--- src/rtl/lighthouse_pulse_gen_pkg.sv ---
// Shared lighthouse constants, FSM encoding and sync-length helper.
package lighthouse_pulse_gen_pkg;

    // Timing constants for a 50 MHz clock.
    localparam int unsigned LH_SYNC_BASE = 3125;     // 62.5 us base sync pulse
    localparam int unsigned LH_SYNC_STEP = 521;      // 10.42 us per code unit
    localparam int unsigned LH_PERIOD    = 416_667;  // 8.333 ms sweep period
    localparam int unsigned LH_CNT_W     = 19;

    typedef logic [LH_CNT_W-1:0] cnt_t;

    typedef enum logic [2:0] {
        StIdle,
        StSync,
        StGap,
        StSweep,
        StTail
    } lh_state_e;

    // Sync pulse length in clocks for a 3-bit code {skip, data, axis}.
    function automatic cnt_t sync_clocks(input int unsigned base, input int unsigned step,
                                         input logic [2:0] code);
        return cnt_t'(base) + cnt_t'(step) * cnt_t'(code);
    endfunction

endpackage

--- src/rtl/ootx_serializer.sv ---
// OOTX payload shifter: holds one 32-bit word and hands out one bit per period, MSB first.
module ootx_serializer (
    input  logic        clock,
    input  logic        reset_n,
    input  logic        start,
    input  logic [31:0] word,
    input  logic        valid,
    output logic        ready,
    output logic        data_bit
);

    logic [31:0] shift_q, shift_d, shift_eff;
    logic [5:0]  left_q, left_d, left_eff;
    logic        load;

    assign ready = (left_q == 6'd0);
    assign load  = valid & ready;

    // A load in the same clock as a period start wins, so the new word's MSB goes out first.
    assign shift_eff = load ? word : shift_q;
    assign left_eff  = load ? 6'd32 : left_q;
    assign data_bit  = shift_eff[31] & (left_eff != 6'd0);

    // Next state: consume one bit per period start while bits remain.
    always_comb begin
        shift_d = shift_eff;
        left_d  = left_eff;
        if (start && (left_eff != 6'd0)) begin
            shift_d = {shift_eff[30:0], 1'b0};
            left_d  = left_eff - 6'd1;
        end
    end

    // Shift register and remaining-bit counter.
    always_ff @(posedge clock or negedge reset_n) begin
        if (!reset_n) begin
            shift_q <= '0;
            left_q  <= '0;
        end else begin
            shift_q <= shift_d;
            left_q  <= left_d;
        end
    end

endmodule

--- src/rtl/lighthouse_pulse_gen.sv ---
// Lighthouse base-station emulator: sync pulse + optional sweep pulse every period.
module lighthouse_pulse_gen
    import lighthouse_pulse_gen_pkg::*;
#(
    parameter int unsigned CLK_SPEED = 50_000_000,
    parameter int unsigned SYNC_BASE = LH_SYNC_BASE,
    parameter int unsigned SYNC_STEP = LH_SYNC_STEP,
    parameter int unsigned PERIOD    = LH_PERIOD
) (
    input  logic        clock,
    input  logic        reset_n,
    input  logic        enable_i,
    input  logic        skip_i,
    input  logic [18:0] sweep_delay_i,
    input  logic [9:0]  sweep_width_i,
    input  logic [31:0] data_word_i,
    input  logic        data_valid_i,
    output logic        data_ready_o,
    output logic        envelope_o,
    output logic        sync_o,
    output logic        axis_o,
    output logic        cfg_err_o
);

    localparam cnt_t LAST = cnt_t'(PERIOD - 1);

    // CLK_SPEED only documents the clock the constants were sized for.
    logic unused_clk_speed;
    assign unused_clk_speed = (CLK_SPEED != 0);

    lh_state_e   state_q, state_d;
    cnt_t        cnt_q, cnt_d;
    logic        axis_q, axis_d;
    cnt_t        sync_last_q, gap_last_q, sweep_last_q;
    logic        sweep_on_q, cfg_bad_q;

    logic        wrap, period_start, data_bit;
    logic [2:0]  code;
    cnt_t        sync_len;
    logic [19:0] sweep_end_x;
    logic        timing_bad, sweep_req;

    ootx_serializer u_ootx (
        .clock    (clock),
        .reset_n  (reset_n),
        .start    (period_start),
        .word     (data_word_i),
        .valid    (data_valid_i),
        .ready    (data_ready_o),
        .data_bit (data_bit)
    );

    assign wrap         = (state_q == StTail) && (cnt_q == LAST);
    assign period_start = enable_i && ((state_q == StIdle) || wrap);

    // First period out of idle uses axis 0; back-to-back periods alternate.
    assign axis_d = !period_start      ? axis_q :
                    (state_q == StIdle) ? 1'b0   : ~axis_q;

    assign code        = {skip_i, data_bit, axis_d};
    assign sync_len    = sync_clocks(SYNC_BASE, SYNC_STEP, code);
    assign sweep_end_x = {1'b0, sweep_delay_i} + {10'b0, sweep_width_i};
    assign timing_bad  = (sweep_delay_i <= sync_len) || (sweep_end_x > {1'b0, LAST});
    assign sweep_req   = !skip_i && (sweep_width_i != 10'd0);

    // Latch the period's timing at period start; later input changes are ignored.
    always_ff @(posedge clock or negedge reset_n) begin
        if (!reset_n) begin
            sync_last_q  <= '0;
            gap_last_q   <= '0;
            sweep_last_q <= '0;
            sweep_on_q   <= 1'b0;
            cfg_bad_q    <= 1'b0;
        end else if (period_start) begin
            sync_last_q  <= sync_len - cnt_t'(1);
            gap_last_q   <= sweep_delay_i - cnt_t'(1);
            sweep_last_q <= cnt_t'(sweep_end_x - 20'd1);
            sweep_on_q   <= sweep_req && !timing_bad;
            cfg_bad_q    <= sweep_req && timing_bad;
        end
    end

    // Next-state logic: period counter and phase FSM.
    always_comb begin
        state_d = state_q;
        cnt_d   = cnt_q;
        if (state_q != StIdle) begin
            cnt_d = (cnt_q == LAST) ? '0 : cnt_q + cnt_t'(1);
        end
        unique case (state_q)
            StIdle:  if (period_start) state_d = StSync;
            StSync:  if (cnt_q == sync_last_q) state_d = StGap;
            StGap: begin
                if (!sweep_on_q) begin
                    state_d = StTail;
                end else if (cnt_q == gap_last_q) begin
                    state_d = StSweep;
                end
            end
            StSweep: if (cnt_q == sweep_last_q) state_d = StTail;
            StTail:  if (wrap) state_d = period_start ? StSync : StIdle;
            default: state_d = StIdle;
        endcase
    end

    // State, counter and axis registers.
    always_ff @(posedge clock or negedge reset_n) begin
        if (!reset_n) begin
            state_q <= StIdle;
            cnt_q   <= '0;
            axis_q  <= 1'b0;
        end else begin
            state_q <= state_d;
            cnt_q   <= cnt_d;
            axis_q  <= axis_d;
        end
    end

    assign envelope_o = !((state_q == StSync) || (state_q == StSweep));
    assign sync_o     = (state_q == StSync) && (cnt_q == '0);
    assign cfg_err_o  = (state_q == StSync) && (cnt_q == cnt_t'(1)) && cfg_bad_q;
    assign axis_o     = axis_q;

endmodule

--- config.mk ---
export PLATFORM = sky130hd
export DESIGN_NAME = lighthouse_pulse_gen
export DESIGN_NICKNAME = d
export VERILOG_FILES = /design/src/rtl/lighthouse_pulse_gen_pkg.sv /design/src/rtl/ootx_serializer.sv /design/src/rtl/lighthouse_pulse_gen.sv
export SDC_FILE = /design/constraint.sdc
export NUM_CORES = 1
export LEC_CHECK = 0
export BUFFER_PORTS_ARGS = -buffer_cell sky130_fd_sc_hd__buf_2
export CELL_PAD_IN_SITES_DETAIL_PLACEMENT = 1
export CELL_PAD_IN_SITES_GLOBAL_PLACEMENT = 1
export CORE_MARGIN = 2
export CORE_UTILIZATION = 50
export CTS_CLUSTER_SIZE = 30
export DETAILED_ROUTE_END_ITERATION = 10
export PLACE_DENSITY = 0.89
export SKIP_CTS_REPAIR_TIMING = 1
export SYNTH_ARGS = -nofsm -noshare
export SYNTH_HDL_FRONTEND = slang
export SYNTH_SLANG_ARGS = --single-unit
--- constraint.sdc ---
create_clock -name clock -period 11.6 [get_ports clock]
set_clock_uncertainty 0.1 [all_clocks]
set_input_delay 1.16 -clock clock [delete_from_list [all_inputs] [get_ports clock]]
set_output_delay 1.16 -clock clock [all_outputs]
set_load 0.005 [all_outputs]
==> summary.txt, run 1 <==
Worst hold path
  • Hold WC Path Type: reg -> reg
  • Hold Path Depth: 2
  • Hold path endpoint: gap_last_q[15]
  • Worst hold start: gap_last_q[15]

Clock network
  • Clk root buf: clkbuf_16
  • Clock buffer depth: 2
  • CTS Sinks: 116
  • Clock slew at reported path FFs: 0.06 ns
  • # H-tree levels: 4
  • CTS tree: done
  • Worst-Skew Late Latency: 0.44 ns
  • CTS buffer count: 17

Yosys
  • Post-synthesis sequential area ratio: 36.7%
  • #FFs+latches synth: 116
  • Top_reg_cell synth: dfrtp_1
  • Post-synth EDFFs: 0
  • Cell variety after synth: 71
  • Asr flop ratio synth: 100%
  • Avg Inst Size Synth: 9.17 sq um
  • Number of synthesis warnings: 0
  • Post-Synthesis Cells: 862
  • Synthesized area: 0.00791 sq mm
  • Syn_nets: 969

Pwr
  • Part of the power in the clock network: 45.6%
  • Max IR drop VDD: 0.0000633 V
  • Int Power: 896 uW
  • Switching portion of total power: 28.5%
  • Sequential Power Share: 36.0%
  • Pwr dens: 139 mW/mm^2
  • Combinational power share: 18.5%
  • P_sw: 357 uW
  • Static Leak: 0.00406 uW

Floorplanning
  • Starting density of the core: 51.6%
  • DIE WIDTH: 130 microns
  • Site row count: 45
  • Core ar.: 0.0153 sq mm
  • Die Y: 130 microns
  • Die footprint: 0.0168 sq mm
  • Top Ports: 71

Global route
  • Largest net degree at the start of global routing: 108
  • Initial antenna violation count: 0
  • Vias in the first global route: 7523
  • Grt ovf: 0
  • Global-route wire length before repair: 41500 microns
  • All-Layer GR Usage: 32.7%

Timing
  • Final hold vios: 0
  • Relative slew margins: 20.0%
  • Hold WS: 0.408 ns
  • Worst Tran Pin Value: 1.20 ns
  • RSZ-0062 raised after global routing: false
  • Min Tclk post-route: 5.65 ns
  • Final Worst Setup Slack: 5.95 ns
  • Setup tns final: 0 ns
  • Final Cycle Share: 48.7%
  • Setup-failing EPs final: 0
  • Slew Limit Fails: 0
  • Achievable Freq: 177 MHz

Cells and area
  • Net count, final: 1012
  • N_diodes: 0
  • Layout area overhead: 13.8%
  • Share of layout cells above drive strength 1: 14.3%

Critical path
  • Depth of the worst register-to-register path: 22
  • WS Path Type: reg -> reg
  • Worst R2R Setup Slack: 5.95 ns
  • Crit. End Element: register
  • CP arrival: 5.87 ns
  • Worst Path Required: 11.82 ns
  • CP max FO: 10
  • RR Startpoint: cnt_q[0]
  • RR Endpoint: cfg_bad_q
  • Critical Path Source Type: register

Placed design
  • IO buf count: 70
  • DP Worst Slack: 6.22 ns
  • Post-detailed-placement half-perimeter wirelength: 17500 microns
  • RePlAce Congestion: 0.971

Drt
  • Vias per cell: 6.19
  • 1st-iter DRT viols: 575
  • Final WL: 26200 microns
  • Uppermost routed layer: met4
  • TritonRoute pass-1 iters: 5
  • DR WL met2: 13000 microns
  • Wire length on met3: 1590 microns
  • Met1 WL: 10600 microns
  • DRC Markers: 0
  • Vias: 6993
  • Final ANT Viol Nets: 0
  • Routed len/inst: 23.2 microns

Run status
  • Outcome: finished clean

Run
  • Max-cap violations: 0
## through the flow
step	power, uW	utilization [%]	instance area [sq um]	std cells
after global placement	660	54.6	8360	1097
after CTS	1250	58.8	9000	1129
final	1250	58.8	9000	1129
after floorplan	601	-	7910	862
after global routing	1300	58.8	9000	1129
after detailed placement	676	54.6	8360	1097
## final cells by class
cell class	count	area, sq um
timing repair buffer	73	375
fill	1749	6320
clock inverter	11	174
tap	211	264
sequential	116	2900
inverter	28	105
multi-input combinational	669	4720
clock buffer	21	460
## power groups by stage
stage	clock network (uW)	logic (uW)	registers [uW]
final	571	231	451
after CTS	573	229	451
after floorplan	0	149	452
after global placement	0	206	454
after global routing	590	252	454
after detailed placement	0	220	456
## worst max-delay path, stage by stage, from the launching register on
cell	delay, ns
dfrtp_1	0.51
inv_1	0.17
ha_1	0.18
nand4_1	0.11
or3_1	0.41
nor3_4	0.34
o211ai_4	0.14
nand2b_1	0.21
nand2_1	0.26
ha_1	0.34
ha_1	0.23
a31oi_1	0.16
o21ai_0	0.36
inv_1	0.16
ha_1	0.34
and4b_1	0.26
nand2_1	0.09
o311ai_0	0.30
a21o_2	0.15
o211ai_2	0.13
a221oi_1	0.31
a22oi_2	0.11
a22o_1	0.19
## worst max-delay path by stage
| stage | from | to | slack [ns] | cells past startpoint |
|---|---|---|---|---|
| floorplan | cnt_q[0] | cfg_bad_q | 6.88 | 23 |
| global placement | cnt_q[0] | cfg_bad_q | 6.61 | 22 |
| detailed placement | cnt_q[0] | cfg_bad_q | 6.22 | 22 |
| CTS | cnt_q[0] | cfg_bad_q | 6.08 | 22 |
| global route | cnt_q[0] | cfg_bad_q | 5.62 | 22 |
| finish | cnt_q[0] | cfg_bad_q | 5.95 | 22 |
## placed cells by master, fill, tap and decap left out, drive strengths merged, types with 3 or more instances in the layout
master / Yosys / routed
dfrtp: 116 / 116
nand2: 107 / 107
xnor2: 84 / 84
buf: 21 / 73
o21ai: 70 / 70
mux2i: 61 / 61
xor2: 45 / 45
nor2: 45 / 45
ha: 40 / 40
inv: 28 / 30
nand3: 28 / 28
a21oi: 23 / 23
nor3: 22 / 22
nor4: 22 / 22
nand4: 21 / 21
clkbuf: 28 / 21
and3: 10 / 10
and2: 6 / 6
a31oi: 6 / 6
a21o: 6 / 6
nand2b: 5 / 5
o31ai: 5 / 5
o211ai: 5 / 5
nor2b: 4 / 4
o21a: 4 / 4
bufinv: 0 / 4
or3: 4 / 4
or4: 4 / 4
or2: 4 / 4
a211oi: 4 / 4
and4: 3 / 3
clkinvlp: 0 / 3
## cell usage after synthesis, types with 6 or more instances
cell	count	area (sq um)
o21ai_1	6	30.0
mux2i_1	61	611
nand4_1	20	125
nor4_1	20	125
dfrtp_1	116	2900
nand2_1	107	402
nand3_1	28	140
inv_1	28	105
a21oi_1	21	105
a31oi_1	6	37.5
and2_1	6	37.5
ha_1	40	500
xnor2_1	84	736
o21ai_0	63	315
nor2_1	44	165
nor3_1	20	100
and3_1	9	56.3
clkbuf_1	28	105
xor2_1	45	394
buf_2	15	75.1
## metal layers
| metal | global-route usage [%] | vias up |
|---|---|---|
| met5 | 0 | - |
| met4 | 15.0 | 0 |
| met3 | 7.09 | 78 |
| met2 | 55.7 | 300 |
| met1 | 39.8 | 3511 |
| li1 | - | 3104 |
## registers in the layout, summed over array words and instances, names as in the netlist
| name | cells |
|---|---|
| cnt_q | 19 |
| sweep_last_q | 19 |
| axis_o | 1 |
| cfg_bad_q | 1 |
| gap_last_q | 19 |
| sweep_on_q | 1 |
| state_q | 3 |
| sync_last_q | 15 |
| u_ootx.left_q | 6 |
| u_ootx.shift_q | 32 |
## logic make-up (layout without fill, tap and decap cells)
group	count (synthesis)	count (layout)	synth area share, %
multiplexers	63	63	8.01
AO/OA/AOI/OAI	141	141	11.2
adder cells (fa/ha/maj)	41	41	6.58
XOR/XNOR	131	131	14.9
flip-flops	116	116	36.7
buffers and inverters	77	133	3.99
AND/OR/NAND/NOR	293	293	18.7
Note: power is estimated with default switching activity, not from simulation.
==> run 2: changes to the inputs <==
--- a/config.mk
+++ b/config.mk
@@ -9,10 +9,10 @@
 export CELL_PAD_IN_SITES_DETAIL_PLACEMENT = 1
 export CELL_PAD_IN_SITES_GLOBAL_PLACEMENT = 1
 export CORE_MARGIN = 2
-export CORE_UTILIZATION = 50
+export CORE_UTILIZATION = 42
 export CTS_CLUSTER_SIZE = 30
 export DETAILED_ROUTE_END_ITERATION = 10
-export PLACE_DENSITY = 0.89
+export PLACE_DENSITY = 0.8
 export SKIP_CTS_REPAIR_TIMING = 1
 export SYNTH_ARGS = -nofsm -noshare
 export SYNTH_HDL_FRONTEND = slang
==> constraint.sdc (replaced) <==
create_clock -name clock -period 4.8 [get_ports clock]
set_clock_uncertainty 0.1 [all_clocks]
set_input_delay 0.48 -clock clock [delete_from_list [all_inputs] [get_ports clock]]
set_output_delay 0.48 -clock clock [all_outputs]
set_load 0.005 [all_outputs]
==> summary.txt, run 2 (synthesized netlist as in run 1, its figures left out) <==
Pwr
  • Switching portion of total power: 29.1% (was 28.5%)
  • Max IR drop VDD: 0.000247 V (was 0.0000633 V)
  • Pwr dens: 314 mW/mm^2 (was 139 mW/mm^2)
  • P_sw: 836 uW (was 357 uW)
  • Static Leak: 0.00414 uW (was 0.00406 uW)
  • Int Power: 2030 uW (was 896 uW)
  • Sequential Power Share: 37.8% (was 36.0%)
  • Power, Total: 2870 uW (was 1250 uW)
  • Part of the power in the clock network: 43.9% (was 45.6%)
  • Combinational power share: 18.3% (was 18.5%)

Floorplanning
  • Top Ports: 71 (unchanged)
  • Die footprint: 0.0199 sq mm (was 0.0168 sq mm)
  • Die Y: 141 microns (was 130 microns)
  • DIE WIDTH: 141 microns (was 130 microns)
  • Core ar.: 0.0186 sq mm (was 0.0153 sq mm)
  • Starting density of the core: 42.6% (was 51.6%)
  • Site row count: 50 (was 45)

Clock network
  • Clock buffer depth: 2 (unchanged)
  • CTS Sinks: 116 (unchanged)
  • Clk root buf: clkbuf_16 (unchanged)
  • CTS buffer count: 17 (unchanged)
  • # H-tree levels: 4 (unchanged)
  • Worst-Skew Late Latency: 0.42 ns (was 0.44 ns)
  • CTS tree: done (unchanged)
  • Clock slew at reported path FFs: 0.06 ns (about the same)

Cells and area
  • Most common cell after layout, fill and taps aside: dfrtp_1 (unchanged)
  • Share of layout cells above drive strength 1: 16.5% (was 14.3%)
  • Largest Register: u_ootx.shift_q (unchanged)
  • Fin util: 49.2% (was 58.8%)
  • Commonest cells after routing, fill and taps aside: dfrtp_1 (116), nand2_1 (104), xnor2_1 (84), buf_2 (69), o21ai_0 (62) (was dfrtp_1 (116), nand2_1 (106), xnor2_1 (84), buf_2 (69), o21ai_0 (63))
  • Layout area overhead: 15.5% (was 13.8%)
  • N_diodes: 0 (unchanged)
  • Net count, final: 1031 (was 1012)
  • Max FFs per register: 32 (unchanged)

Critical path
  • CP arrival: 4.67 ns (was 5.87 ns)
  • Depth of the worst register-to-register path: 18 (was 22)
  • WS Path Type: reg -> reg (unchanged)
  • Critical Path Source Type: register (unchanged)
  • Crit. End Element: register (unchanged)
  • RR Startpoint: cnt_q[0] (unchanged)
  • RR Endpoint: sync_last_q[12] (was cfg_bad_q)
  • Worst R2R Setup Slack: 0.29 ns (was 5.95 ns)
  • Worst Path Required: 4.96 ns (was 11.82 ns)
  • CP max FO: 5 (was 10)

Drt
  • Vias per cell: 5.64 (was 6.19)
  • Vias: 6609 (was 6993)
  • 1st-iter DRT viols: 375 (was 575)
  • Routed len/inst: 19.4 microns (was 23.2 microns)
  • DRC Markers: 0 (unchanged)
  • Final WL: 22700 microns (was 26200 microns)
  • TritonRoute pass-1 iters: 5 (unchanged)
  • Final ANT Viol Nets: 0 (unchanged)

Timing
  • Worst Tran Pin Value: 1.02 ns (was 1.20 ns)
  • Hold WS: -0.0131 ns (was 0.408 ns)
  • Achievable Freq: 222 MHz (was 177 MHz)
  • Setup-failing EPs final: 0 (unchanged)
  • Setup tns final: 0 ns (unchanged)
  • Slew Limit Fails: 0 (unchanged)
  • Relative slew margins: 31.7% (was 20.0%)
  • RSZ-0062 raised after global routing: false (unchanged)
  • Final hold vios: 15 (was 0)
  • Min Tclk post-route: 4.51 ns (was 5.65 ns)
  • Final Worst Setup Slack: 0.289 ns (was 5.95 ns)
  • Final Cycle Share: 94.0% (was 48.7%)

Run
  • Max-cap violations: 0 (unchanged)

Placed design
  • DP Worst Slack: 0.139 ns (was 6.22 ns)
  • RePlAce Congestion: 0.879 (was 0.971)
  • IO buf count: 70 (unchanged)
  • Post-detailed-placement half-perimeter wirelength: 17100 microns (was 17500 microns)

Run status
  • Outcome: complete, but fails checks (was finished clean)
  • Violated checks: negative hold slack

Global route
  • Global-route wire length before repair: 37000 microns (was 41500 microns)
  • Grt ovf: 0 (unchanged)
  • Largest net degree at the start of global routing: 94 (was 108)
  • Vias in the first global route: 7032 (was 7523)
  • Initial antenna violation count: 0 (unchanged)
  • All-Layer GR Usage: 23.8% (was 32.7%)

Worst hold path
  • Hold WC Path Type: in -> async (was reg -> reg)
-- run 2: critical path, cell delays in order, from the launching register on --
cell	delay, ns
dfrtp_1	0.38
inv_1	0.10
ha_1	0.17
nand4_1	0.10
or3_4	0.37
nor3_4	0.23
o211ai_4	0.13
nand2b_4	0.18
nand2_2	0.12
ha_1	0.19
ha_1	0.26
a31oi_1	0.23
nor2_1	0.10
xnor2_1	0.24
nor4_1	0.73
nand2_1	0.11
a21boi_0	0.33
xor2_1	0.19
o21ai_0	0.11
-- run 2: power by group through the flow --
stage	Sequential, uW	Clock [uW]	Combinational (uW)
2_1_floorplan	1090	0	359
3_3_place_gp	1100	0	500
3_5_place_dp	1100	0	521
4_1_cts	1090	1280	527
5_1_grt	1090	1320	587
6_report	1080	1260	525
-- run 2: area by class of cell --
class / count / area, sq um
Fill cell: 2167 / 9450
Multi-Input combinational cell: 669 / 4730
Sequential cell: 116 / 2900
Timing Repair Buffer: 92 / 518
Clock buffer: 18 / 429
Tap cell: 234 / 293
Clock inverter: 14 / 153
Inverter: 28 / 105
-- run 2: metal layers --
metal	share of wire (%)	global-route usage (%)	vias to the layer above
met2	48	39.1	164
li1	-	-	3131
met1	45	31.4	3266
met5	0	0	-
met4	3.0	9.05	0
met3	3.8	4.08	48
-- run 2: metrics by stage --
step                std cells  area (sq um)
finish                   1171          9130
global route             1171          9130
floorplan                 862          7910
global placement         1138          8520
detailed placement       1138          8520
CTS                      1170          9100
-- run 2: worst max path at each step --
stage / from / end / slack [ns] / cells after the start
6_report: cnt_q[0] / sync_last_q[12] / 0.29 / 18
5_1_grt: cnt_q[0] / sweep_on_q / 0.009 / 21
3_5_place_dp: u_ootx.left_q[0] / cfg_bad_q / 0.14 / 22
3_3_place_gp: cnt_q[0] / cfg_bad_q / 0.39 / 22
4_1_cts: u_ootx.left_q[0] / cfg_bad_q / 0.08 / 22
2_1_floorplan: cnt_q[0] / cfg_bad_q / 0.08 / 23
